### src/rtl/sevenseg_scan_decoder.sv
// sevenseg_scan_decoder
// ---------------------
// Receive side of the seven-segment display path. It samples a multiplexed,
// scanned 7-segment bus, waits for each digit to settle, decodes the glyph to
// a hex nibble plus decimal point, and publishes a complete frame once every
// digit has been captured.
//
// Optional feature macro: SEVENSEG_ALT_GLYPH_EN
//   defined   : glyph 27 decodes to 7 and glyph 6F decodes to 9 (not bad)
//   undefined : both of those glyphs decode as bad with nibble 0
//
// Ports
//   clk        system clock
//   rst        asynchronous active-high reset
//   seg_in     segment lines, bit order Pgfedcba (bit 7 = P, bit 0 = a)
//   dig_en     digit enables, bit i selects digit i
//   hex_out    decoded nibbles, digit i at [4i+3:4i]
//   dp_out     decimal point per digit
//   bad_out    per-digit flag: glyph not in the decode table
//   out_valid  frame available
//   out_ready  consumer accepts frame
//   overrun    1-cycle pulse: pending unaccepted frame was overwritten
//   conflict   1-cycle pulse: stable sample had more than one digit enable
//   state_dbg  current FSM state (0 WAIT, 1 SETTLE, 2 HOLD)
//
// Handshake: a frame transfers on every rising clk edge where out_valid and
// out_ready are both high. While out_valid is high the outputs hold steady;
// a new publish may replace them (flagged by overrun if not yet accepted).
module sevenseg_scan_decoder #(
  parameter int N_DIGITS      = 3,
  parameter int STABLE_CYCLES = 16,
  parameter int ACTIVE_LOW    = 1
) (
  input  logic                  clk,
  input  logic                  rst,
  input  logic [7:0]            seg_in,
  input  logic [N_DIGITS-1:0]   dig_en,
  output logic [4*N_DIGITS-1:0] hex_out,
  output logic [N_DIGITS-1:0]   dp_out,
  output logic [N_DIGITS-1:0]   bad_out,
  output logic                  out_valid,
  input  logic                  out_ready,
  output logic                  overrun,
  output logic                  conflict,
  output logic [1:0]            state_dbg
);

  localparam int SW = N_DIGITS + 8;
  localparam logic [7:0] CNT_MAX = 8'(STABLE_CYCLES);
  // Pin level meaning "off"; synchroniser resets here so that the conditioned
  // sample starts at all-zero and matches the cleared sample register.
  localparam logic [7:0]          SEG_IDLE = (ACTIVE_LOW != 0) ? 8'hFF : 8'h00;
  localparam logic [N_DIGITS-1:0] DIG_IDLE = (ACTIVE_LOW != 0) ? '1 : '0;
  localparam logic [N_DIGITS-1:0] DIG_ONE  = N_DIGITS'(1);

  typedef enum logic [1:0] {
    ST_WAIT   = 2'd0,
    ST_SETTLE = 2'd1,
    ST_HOLD   = 2'd2
  } state_t;

  state_t state, state_n;

  // ---------------- input conditioning ----------------
  logic [7:0]          seg_s1, seg_s2;
  logic [N_DIGITS-1:0] dig_s1, dig_s2;
  logic [7:0]          seg_c;
  logic [N_DIGITS-1:0] dig_c;

  always_ff @(posedge clk or posedge rst) begin
    if (rst) begin
      seg_s1 <= SEG_IDLE;
      seg_s2 <= SEG_IDLE;
      dig_s1 <= DIG_IDLE;
      dig_s2 <= DIG_IDLE;
    end else begin
      seg_s1 <= seg_in;
      seg_s2 <= seg_s1;
      dig_s1 <= dig_en;
      dig_s2 <= dig_s1;
    end
  end

  assign seg_c = (ACTIVE_LOW != 0) ? ~seg_s2 : seg_s2;
  assign dig_c = (ACTIVE_LOW != 0) ? ~dig_s2 : dig_s2;

  // ---------------- stability tracking ----------------
  // samp is the sample currently being timed; cnt is how many consecutive
  // cycles it has been present (1 on the cycle after a change).
  logic [SW-1:0] cur, samp;
  logic [7:0]    cnt;
  logic          changed;

  assign cur     = {dig_c, seg_c};
  assign changed = (cur != samp);

  always_ff @(posedge clk or posedge rst) begin
    if (rst) begin
      samp <= '0;
      cnt  <= 8'd0;
    end else if (changed) begin
      samp <= cur;
      cnt  <= 8'd1;
    end else if (cnt < CNT_MAX) begin
      cnt <= cnt + 8'd1;
    end
  end

  // ---------------- FSM ----------------
  logic eval;

  always_ff @(posedge clk or posedge rst) begin
    if (rst) state <= ST_WAIT;
    else     state <= state_n;
  end

  always_comb begin
    state_n = state;
    eval    = 1'b0;
    case (state)
      ST_WAIT: begin
        if (changed) state_n = ST_SETTLE;
      end
      ST_SETTLE: begin
        if (cnt == CNT_MAX) begin
          eval = 1'b1;
          // A change landing on the evaluation cycle starts the next
          // settle period immediately rather than being lost in HOLD.
          state_n = changed ? ST_SETTLE : ST_HOLD;
        end
      end
      ST_HOLD: begin
        if (changed) state_n = ST_SETTLE;
      end
      default: state_n = ST_WAIT;
    endcase
  end

  assign state_dbg = state;

  // ---------------- sample evaluation ----------------
  logic [N_DIGITS-1:0] samp_dig;
  logic [7:0]          samp_seg;
  logic                one_hot, capture, conflict_n;
  logic [4:0]          dec;

  assign samp_dig   = samp[SW-1:8];
  assign samp_seg   = samp[7:0];
  assign one_hot    = (samp_dig != '0) && ((samp_dig & (samp_dig - DIG_ONE)) == '0);
  assign capture    = eval && one_hot;
  assign conflict_n = eval && (samp_dig != '0) && !one_hot;

  // Returns {bad, nibble}.
  function automatic logic [4:0] decode_glyph(input logic [6:0] g);
    logic [4:0] r;
    case (g)
      7'h3F: r = 5'h00;
      7'h06: r = 5'h01;
      7'h5B: r = 5'h02;
      7'h4F: r = 5'h03;
      7'h66: r = 5'h04;
      7'h6D: r = 5'h05;
      7'h7D: r = 5'h06;
      7'h07: r = 5'h07;
      7'h7F: r = 5'h08;
      7'h67: r = 5'h09;
      7'h77: r = 5'h0A;
      7'h7C: r = 5'h0B;
      7'h39: r = 5'h0C;
      7'h5E: r = 5'h0D;
      7'h79: r = 5'h0E;
      7'h71: r = 5'h0F;
`ifdef SEVENSEG_ALT_GLYPH_EN
      7'h27: r = 5'h07;
      7'h6F: r = 5'h09;
`endif
      default: r = 5'h10;
    endcase
    return r;
  endfunction

  assign dec = decode_glyph(samp_seg[6:0]);

  // ---------------- staging ----------------
  logic [4*N_DIGITS-1:0] hex_stage;
  logic [N_DIGITS-1:0]   dp_stage, bad_stage, captured, captured_n;
  logic                  publish;

  assign publish = &captured;

  always_comb begin
    captured_n = publish ? '0 : captured;
    if (capture) captured_n = captured_n | samp_dig;
  end

  always_ff @(posedge clk or posedge rst) begin
    if (rst) begin
      hex_stage <= '0;
      dp_stage  <= '0;
      bad_stage <= '0;
      captured  <= '0;
    end else begin
      captured <= captured_n;
      for (int i = 0; i < N_DIGITS; i++) begin
        if (capture && samp_dig[i]) begin
          hex_stage[4*i +: 4] <= dec[3:0];
          dp_stage[i]         <= samp_seg[7];
          bad_stage[i]        <= dec[4];
        end
      end
    end
  end

  // ---------------- output frame ----------------
  always_ff @(posedge clk or posedge rst) begin
    if (rst) begin
      hex_out   <= '0;
      dp_out    <= '0;
      bad_out   <= '0;
      out_valid <= 1'b0;
      overrun   <= 1'b0;
      conflict  <= 1'b0;
    end else begin
      overrun  <= 1'b0;
      conflict <= conflict_n;
      if (publish) begin
        hex_out   <= hex_stage;
        dp_out    <= dp_stage;
        bad_out   <= bad_stage;
        out_valid <= 1'b1;
        // Replacing a frame the consumer is accepting this cycle is not a loss.
        overrun   <= out_valid && !out_ready;
      end else if (out_valid && out_ready) begin
        out_valid <= 1'b0;
      end
    end
  end

endmodule

### config.mk
export PLATFORM = sky130hd
export DESIGN_NAME = sevenseg_scan_decoder
export DESIGN_NICKNAME = d
export VERILOG_FILES = /design/src/rtl/sevenseg_scan_decoder.sv
export SDC_FILE = /design/constraint.sdc
export NUM_CORES = 1
export LEC_CHECK = 0
export CAP_MARGIN = 20
export CORE_MARGIN = 4
export CORE_UTILIZATION = 32
export CTS_CLUSTER_SIZE = 14
export DETAILED_ROUTE_END_ITERATION = 16
export PLACE_DENSITY_LB_ADDON = 0.2
export SYNTH_ARGS = -nofsm -noshare
export SYNTH_HDL_FRONTEND = slang
export SYNTH_SLANG_ARGS = --single-unit
### constraint.sdc
create_clock -name clk -period 3.09 [get_ports clk]
set_clock_uncertainty 0.1 [all_clocks]
set_input_delay 0.618 -clock clk [delete_from_list [all_inputs] [get_ports clk]]
set_output_delay 0.618 -clock clk [all_outputs]
set_load 0.05 [all_outputs]
Word-level counts from Yosys, hierarchy flattened
Cells that the tools add are included.
Operators by class
  add/subtract/negate cells: 2
  multiply operators: 0
  divide/modulo/power cells: 0
  magnitude comparators: 1
  equality and inequality tests: 22
  shift-type cells: 0
  muxes and demuxes: 14
  bitwise gates (word level): 4
  reduce and logical (&&, ||, !) cells: 19
Operators with widths (number)
  $eq A7 B7 Y1 const B: 12
  $pmux W5 S16: 1
  $mux W8: 2
  $eq A7 B3 Y1 const B: 2
  $eq A7 B6 Y1 const B: 2
  $ne A11 B11 Y1: 1
  $logic_and A1 B1 Y1: 9
  $add A8 B1 Y8 const B: 1
  $eq A8 B5 Y1 const B: 1
  $lt A8 B5 Y1 const B: 1
  $not A8 Y8: 1
  $mux W2: 3
  $mux W3: 2
  $mux W1: 5
  $pmux W2 S2: 1
  $reduce_bool A2 Y1: 2
  $and A3 B3 Y3: 1
  $logic_not A3 Y1: 1
  $not A3 Y3: 1
  $or A3 B3 Y3: 1
  $reduce_and A3 Y1: 1
  $reduce_bool A3 Y1: 1
  $sub A3 B1 Y3 const B: 1
  $eq A2 B1 Y1 const B: 1
  other kinds (7): 8
Storage, ports and cells
  register bits: 85
  latch bits: 0
  bits in writable memories: 0
  ROM bits: 0
  input port bits: 14
  logic and storage cells: 85
  memories kept: 0

Depth between registers and ports, before layout
Gate-level depths: netlist of the first run.
  depth after elaboration: 6
  mapped depth: 7
  mapped depth without buffers: 6

Worst setup path after synthesis of the first run
No wires, ideal clock.
  kind: flip-flop to flip-flop
  start point: reg cnt[7]
  end point: reg bad_stage[1]
  setup time: 0.125 ns
  arrival time: 2.057 ns
  required time: 2.865 ns
  slack: 0.808 ns
  stages on the path, launching flop included: 7
  buffers on the path: 1
  period minus slack after synthesis: 2.282 ns
  path through: dfrtp_1 > nor3_2 > nand4_1 > or3b_4 > or4b_4 > buf_6 > mux2_4
On the way
  word-level cells in the longest chain between the ends: 5
Ends and longest elaborated chain
  from (decl): line 91  | logic [7:0] cnt;
  from (signal assigned): line 105  | cnt <= cnt + 8'd1;
  $eq A8 B5 Y1: line 125  | if (cnt == CNT_MAX) begin
  $mux W1: line 125
  $mux W1: line 120  | case (state)
  $logic_and A1 B1 Y1: line 150  | assign capture = eval && one_hot;
  $logic_and A1 B1 Y1: line 205  | if (capture && samp_dig[i]) begin
  to (signal, indexed assignment): line 208  | bad_stage[i] <= dec[4];
  to (decl): line 186  | logic [N_DIGITS-1:0] dp_stage, bad_stage, captured, captured_n;
No other way between the ends.
A chain may end at the register's enable or synchronous reset.

Worst setup path after layout of the first run
  start point: reg cnt[7]
  end point: reg hex_stage[9]
On the way
  word-level cells in the longest chain between the ends: 5
Ends and longest elaborated chain
  $eq A8 B5 Y1: line 125
  $mux W1: line 125
  $mux W1: line 120
  $logic_and A1 B1 Y1: line 150
  $logic_and A1 B1 Y1: line 205
  to (signal, indexed assignment): line 206  | hex_stage[4*i +: 4] <= dec[3:0];
  to (decl): line 185  | logic [4*N_DIGITS-1:0] hex_stage;
No other way between the ends.

==> results of run 1 <==
## routing by layer
metal,up-vias,track usage [%],share of wire (%)
met3,7,3.53,5.8
li1,953,-,-
met4,0,3.41,1.3
met5,-,0,0
met2,45,14.1,45
met1,956,12.6,48
## worst paths after layout
check | slack (ns) | end | start | cells past startpoint
setup / recovery | 0.63 | hex_stage[9] | cnt[7] | 5
hold / removal | 0.26 | seg_s2[3] | seg_s1[3] | 0
setup reg to reg | 0.63 | hex_stage[9] | cnt[7] | 5
hold reg to reg | 0.26 | seg_s2[3] | seg_s1[3] | 0
max in group asynchronous | 1.76 | seg_s2[0] | rst | 3
min in group asynchronous | 0.43 | cnt[4] | rst | 2
## critical path, delay by kind of cell, from the launching register on
family / cells / cell delay [ns]
flip-flops: 1 / 0.40
AND/OR/NAND/NOR: 4 / 1.47
multiplexers: 1 / 0.38
## power by group through the flow
stage / clock network [W] / registers, W / logic, W
after CTS: 0.000920 / 0.00117 / 0.0000880
after floorplan: 0 / 0.00118 / 0.0000651
after detailed placement: 0 / 0.00119 / 0.0000876
after global routing: 0.000969 / 0.00118 / 0.0000976
after global placement: 0 / 0.00119 / 0.0000872
final: 0.000885 / 0.00117 / 0.0000845
## kinds of logic after synthesis
logic type	Yosys count	synth area share, %
flops	85	62.6
simple gates	67	11.1
mux	38	13.8
buf+inv	29	3.82
compound gates	20	3.96
xor+xnor	16	4.07
fa+ha+maj	2	0.727
## synthesized netlist by cell type, drive strengths merged, types with 2 or more instances
library cell / number
o21ai: 3
nand4b: 3
buf: 7
dfrtp: 63
nand4: 3
a21oi: 6
or4b: 3
nand3: 6
a2111oi: 2
a41oi: 2
xor2: 3
nand2: 16
nor3: 2
nor4: 3
nor2: 15
or3: 2
ha: 2
mux2: 36
nand2b: 5
dfstp: 22
or3b: 3
o221ai: 2
xnor2: 13
inv: 17
mux2i: 2
clkbuf: 5
## state kept, by name, indices dropped and copies added, names as in the netlist
name and cells:
overrun 1, dig_s1 3, seg_s1 8, captured 3, out_valid 1, bad_stage 3, bad_out 3, samp 11
cnt 8, hex_out 12, dp_out 3, seg_s2 8, hex_stage 12, dig_s2 3, conflict 1, state_dbg 2
dp_stage 3
## per-stage QoR
stage	instances	total power, W	setup slack, ns	utilization [%]
after floorplan	257	0.00124	0.215	-
after global placement	419	0.00128	0.629	37.8
after detailed placement	419	0.00128	0.623	37.8
after CTS	435	0.00218	0.613	40.0
after global routing	435	0.00224	0.507	40.0
final	435	0.00214	0.628	40.0
## final cells by class
cell class,count,area [sq um]
Sequential cell,85,2150
Fill cell,1014,6250
Inverter,17,65.1
Tap cell,136,170
Timing Repair Buffer,38,388
Multi-Input combinational cell,143,1160
Clock buffer,10,138
Clock inverter,6,93.8
==> results.md, run 1 <==
* Status: complete, no violations
* Critical path class: flop to flop
* WL/cell at 12.7 microns
* Final setup violation count at 0
* Commonest non-fill, non-tap cell in the layout: dfrtp_1
* Comb power frac at 3.9%
* Seq/Total Area, Yosys at 62.6%
* Fin area at 0.00417 sq mm
* CP max FO at 7
* Synth top area share at 45.8%
* Slowest stage delay, CP at 0.68 ns
* Highest-count cells in the layout ignoring fill and taps: 63 x dfrtp_1, 36 x clkdlybuf4s50_1, 22 x dfstp_2
* Netlist Area Pre-Place at 0.00344 sq mm
* DRC at 0
* Post-Place Cell Area at 0.00394 sq mm
* Top cells by area, synth: dfrtp_1 46%, dfstp_2 17%, mux2_2 5.9%
* Clock Sinks at 85
* Die area at 0.0125 sq mm
* Int Power at 0.00167 W
* H-tree Lvls at 3
* Syn_nets at 273
* Setup Fix Bufs, Post-CTS at 0
* TNS Setup at 0 ns
* Reg clk slew, reported paths at 0.08 ns
* #FFs+latches synth at 85
* Clock Path Buffers at 2
* Syn Area/Cell at 13.4 sq um
* Syn. warnings at 0
* Maxcap violations at 0
* Static Leakage at 1.89 nW
* EDFF count, synth at 0
* CTS Buf Count at 9
* Switching share of power at 22.0%
* Aggregate global routing overflow at 0
* P per Cell Area at 514 mW/mm^2
* RSZ-0062 raised after global routing: no
* Share of layout cells above drive strength 1 at 25.4%
* Vias at 1961
* Die extent in x at 112 microns
* Synth cell types at 45
* Ys flop type: dfrtp_1
* Slew @ Worst Pin at 1.01 ns
* PortBufs at 36
* Drt pass-1 iters at 5
* Post-CTS Resized at 0
* Final nets at 310
* DIE HEIGHT at 112 microns
* Worst path slowest cell: or4b_1
* I/O pins at 37
* Slew HR at 32.4%
* Worst Path Arrival at 2.59 ns
* Startpoint types: flop
* Core box area at 0.0104 sq mm
* Vias per cell at 4.51
* WP data required at 3.22 ns
* Largest net degree at the start of global routing at 41
* Cells after synthesis at 257
* GP Congestion at 0.732
* Initial core utilization at 33.1%
* Vias in the first global route at 1944
* Post-synth ARST share at 100%
* Hold crit path type: flop to flop
* Final hold violation count at 0
* First-pass GRT wire length at 9.58 mm
* Fin. max-slew vios at 0
* Post-DRT Antenna Nets at 0
* DRT Wirelength at 5.55 mm
* Post-DP HPWL at 3.82 mm
* Psw at 0.000471 W
* Fin crit share at 79.7%
* Peak VDD IR at 0.000273 V
* Critical path, cell by cell: nor3_2 -> nand4_1 -> or3b_4 -> or4b_1 -> mux2_1
* Rows at 37
* Sequential Power Share at 54.7%
* Inserted Diodes at 0
* Hold-fix buffers, CTS at 0
* Global Route Usage Sum at 9.45%
* CTS Root Cell: clkbuf_8
* Synth-to-Final Area Change at 21.0%
* FMAX at 0.406 GHz
* Min Tclk post-route at 2.46 ns
* CTS tree: done
* Number of DRC markers in iteration 0 at 119
* Area leader, netlist: dfrtp_1
* Initial antenna violation count at 0
* Final hold slack at 0.258 ns
* Clock share of power at 41.3%
* Worst Setup End Kind: flop
* Clock latency on the worst-skew pair at 0.35 ns
No activity file was read; power rests on OpenSTA's default activity.
==> run 2: changes to the inputs <==
==> constraint.sdc (replaced) <==
create_clock -name clk -period 2.5 [get_ports clk]
set_clock_uncertainty 0.1 [all_clocks]
set_input_delay 0.5 -clock clk [delete_from_list [all_inputs] [get_ports clk]]
set_output_delay 0.5 -clock clk [all_outputs]
set_load 0.05 [all_outputs]
==> run 2 against run 1 <==
Net effect: via count up 1.6%; worst setup slack worse by 0.53 ns; sequential power grew 23%; hold slack barely moved; cell count rose by 2.1%; largest cell class unchanged; global-route usage is 0.31 points higher; flip-flop and latch count unchanged; utilization grew 0.72 points; register-to-register slack got worse by 0.53 ns; combinational power increased by 50%; die area stayed put; sequential share of layout area shrank 0.92 points.
==> results.md, run 2 (synthesis gave the netlist of run 1 again) <==
* RSZ-0062 raised after global routing: no
* Clock Path Buffers at 2
* P per Cell Area at 627 mW/mm^2
* Sequential Power Share at 54.0%
* Fin. max-slew vios at 0
* Status: complete, no violations
* Final hold violation count at 0
* Drt pass-1 iters at 4
* Switching share of power at 22.8%
* Die extent in x at 112 microns
* Highest-count cells in the layout ignoring fill and taps: 63 x dfrtp_1, 36 x clkdlybuf4s50_1, 22 x dfstp_2
* PortBufs at 36
* Critical path, cell by cell: nor3_2 -> nand4_1 -> or3b_4 -> or4b_4 -> mux2_4
* Critical path class: flop to flop
* Fillers at 990
* Post-DRT Antenna Nets at 0
* I/O pins at 37
* Global Route Usage Sum at 9.76%
* Clock Sinks at 85
* FMAX at 0.417 GHz
* Static Leakage at 1.93 nW
* Post-DP HPWL at 3.94 mm
* First-pass GRT wire length at 9.78 mm
* Initial antenna violation count at 0
* Peak VDD IR at 0.000444 V
* Comb power frac at 4.8%
* Initial core utilization at 33.1%
* Inserted Diodes at 0
* Slew @ Worst Pin at 0.805 ns
* Synth-to-Final Area Change at 23.2%
* Vias per cell at 4.49
* Rows at 37
* DRC at 0
* TNS Setup at 0 ns
* Setup Fix Bufs, Post-CTS at 0
* Int Power at 0.00205 W
* WL/cell at 12.9 microns
* Psw at 0.000607 W
* Clock latency on the worst-skew pair at 0.35 ns
* Worst Path Arrival at 2.54 ns
* Slowest stage delay, CP at 0.64 ns
* GP Congestion at 0.782
* Regs by FF count: hex_out (12), hex_stage (12), samp (11)
* CP max FO at 7
* DIE HEIGHT at 112 microns
* Maxcap violations at 0
* Worst path slowest cell: or4b_4
* Clock share of power at 41.2%
* Vias at 1993
* Core box area at 0.0104 sq mm
* Commonest non-fill, non-tap cell in the layout: dfrtp_1
* Final setup violation count at 0
* Vias in the first global route at 1960
* H-tree Lvls at 3
* WP data required at 2.64 ns
* Aggregate global routing overflow at 0
* DRT Wirelength at 5.74 mm
* Hold crit path type: flop to flop
* Startpoint types: flop
* Number of DRC markers in iteration 0 at 50
* Worst Setup End Kind: flop
* Die area at 0.0125 sq mm
* Fin crit share at 96.0%
* Final nets at 319
* Reg clk slew, reported paths at 0.09 ns
* Min Tclk post-route at 2.40 ns
* Largest net degree at the start of global routing at 86
* CTS Buf Count at 9
* Slew HR at 45.8%
* Final hold slack at 0.258 ns
* CTS tree: done
* CTS Root Cell: clkbuf_8
* Share of layout cells above drive strength 1 at 28.2%
run 2: cell count changes in the layout (fill, tap and decap cells not counted):
| cell | change |
|---|---|
| clkinvlp_4 | +1 |
| buf_4 | +9 |
| inv_8 | +1 |
| or4b_1 | -2 |
| or4b_4 | +2 |
| clkbuf_8 | -1 |
| clkinv_2 | -1 |
run 2: final timing paths:
check	from	endpoint	slack, ns	cells past startpoint
worst max-delay path	cnt[7]	hex_stage[7]	0.1	5
min in group asynchronous	rst	samp[5]	0.50	3
worst min-delay path	dig_s1[2]	dig_s2[2]	0.26	0
worst min register to register	dig_s1[2]	dig_s2[2]	0.26	0
worst max register to register	cnt[7]	hex_stage[7]	0.1	5
max in group asynchronous	rst	seg_s2[7]	1.41	3
run 2: what timing repair did:
| item | CTS | global route |
|---|---|---|
| gates resized for setup | 0 | 2 |
| hold buffers | 0 | 0 |
| endpoints found under the setup margin | 0 | 12 |
| endpoints found under the hold margin | 0 | 0 |
run 2: final cells by class:
| type | instances | area, sq um | share of cell area [%] |
|---|---|---|---|
| Clock buffer | 9 | 124 | 2.92 |
| Multi-Input combinational cell | 143 | 1160 | 27.5 |
| Clock inverter | 7 | 105 | 2.48 |
| Tap cell | 136 | 170 | 4.01 |
| Sequential cell | 85 | 2150 | 50.8 |
| Timing Repair Buffer | 47 | 455 | 10.7 |
| Inverter | 17 | 67.6 | 1.59 |
run 2: power by group through the flow:
| stage | combinational (W) | sequential (W) | clock (W) |
|---|---|---|---|
| 2_1_floorplan | 0.0000808 | 0.00146 | 0 |
| 3_3_place_gp | 0.000129 | 0.00146 | 0 |
| 3_5_place_dp | 0.000131 | 0.00146 | 0 |
| 4_1_cts | 0.000132 | 0.00144 | 0.00114 |
| 5_1_grt | 0.000144 | 0.00144 | 0.00120 |
| 6_report | 0.000127 | 0.00144 | 0.00110 |
run 2: critical path: cells and delay by family (launching register included):
| family | cells | cell delay [ns] |
|---|---|---|
| muxes | 1 | 0.33 |
| DFF | 1 | 0.41 |
| and+or+nand+nor | 4 | 1.45 |
run 2: through the flow:
| stage | cell area, sq um | util [%] | power [W] | instances | setup WS, ns |
|---|---|---|---|---|---|
| after global placement | 4010 | 38.5 | 0.00159 | 428 | 0.0585 |
| final | 4240 | 40.7 | 0.00266 | 444 | 0.0999 |
| after global routing | 4240 | 40.7 | 0.00279 | 444 | 0.00650 |
| after CTS | 4230 | 40.6 | 0.00271 | 444 | 0.0139 |
| after floorplan | 3450 | - | 0.00154 | 257 | 0.218 |
| after detailed placement | 4010 | 38.5 | 0.00159 | 428 | 0.0259 |
run 2: routing by layer:
layer | routed length, microns | global-route usage, % | vias up | part of all wire [%]
met1 | 2730 | 12.9 | 957 | 48
met3 | 339 | 3.32 | 10 | 5.9
met2 | 2580 | 14.9 | 53 | 45
met5 | 0 | 0 | - | 0
li1 | - | - | 973 | -
met4 | 89 | 3.65 | 0 | 1.6
==> run 3: changes to the inputs <==
--- a/config.mk
+++ b/config.mk
@@ -11,6 +11,7 @@
 export CTS_CLUSTER_SIZE = 14
 export DETAILED_ROUTE_END_ITERATION = 16
 export PLACE_DENSITY_LB_ADDON = 0.2
+export SLEW_MARGIN = 20
 export SYNTH_ARGS = -nofsm -noshare
 export SYNTH_HDL_FRONTEND = slang
 export SYNTH_SLANG_ARGS = --single-unit
==> results of run 3 <==
No change in the layout: final DEF, timing and power equal those of run 2.
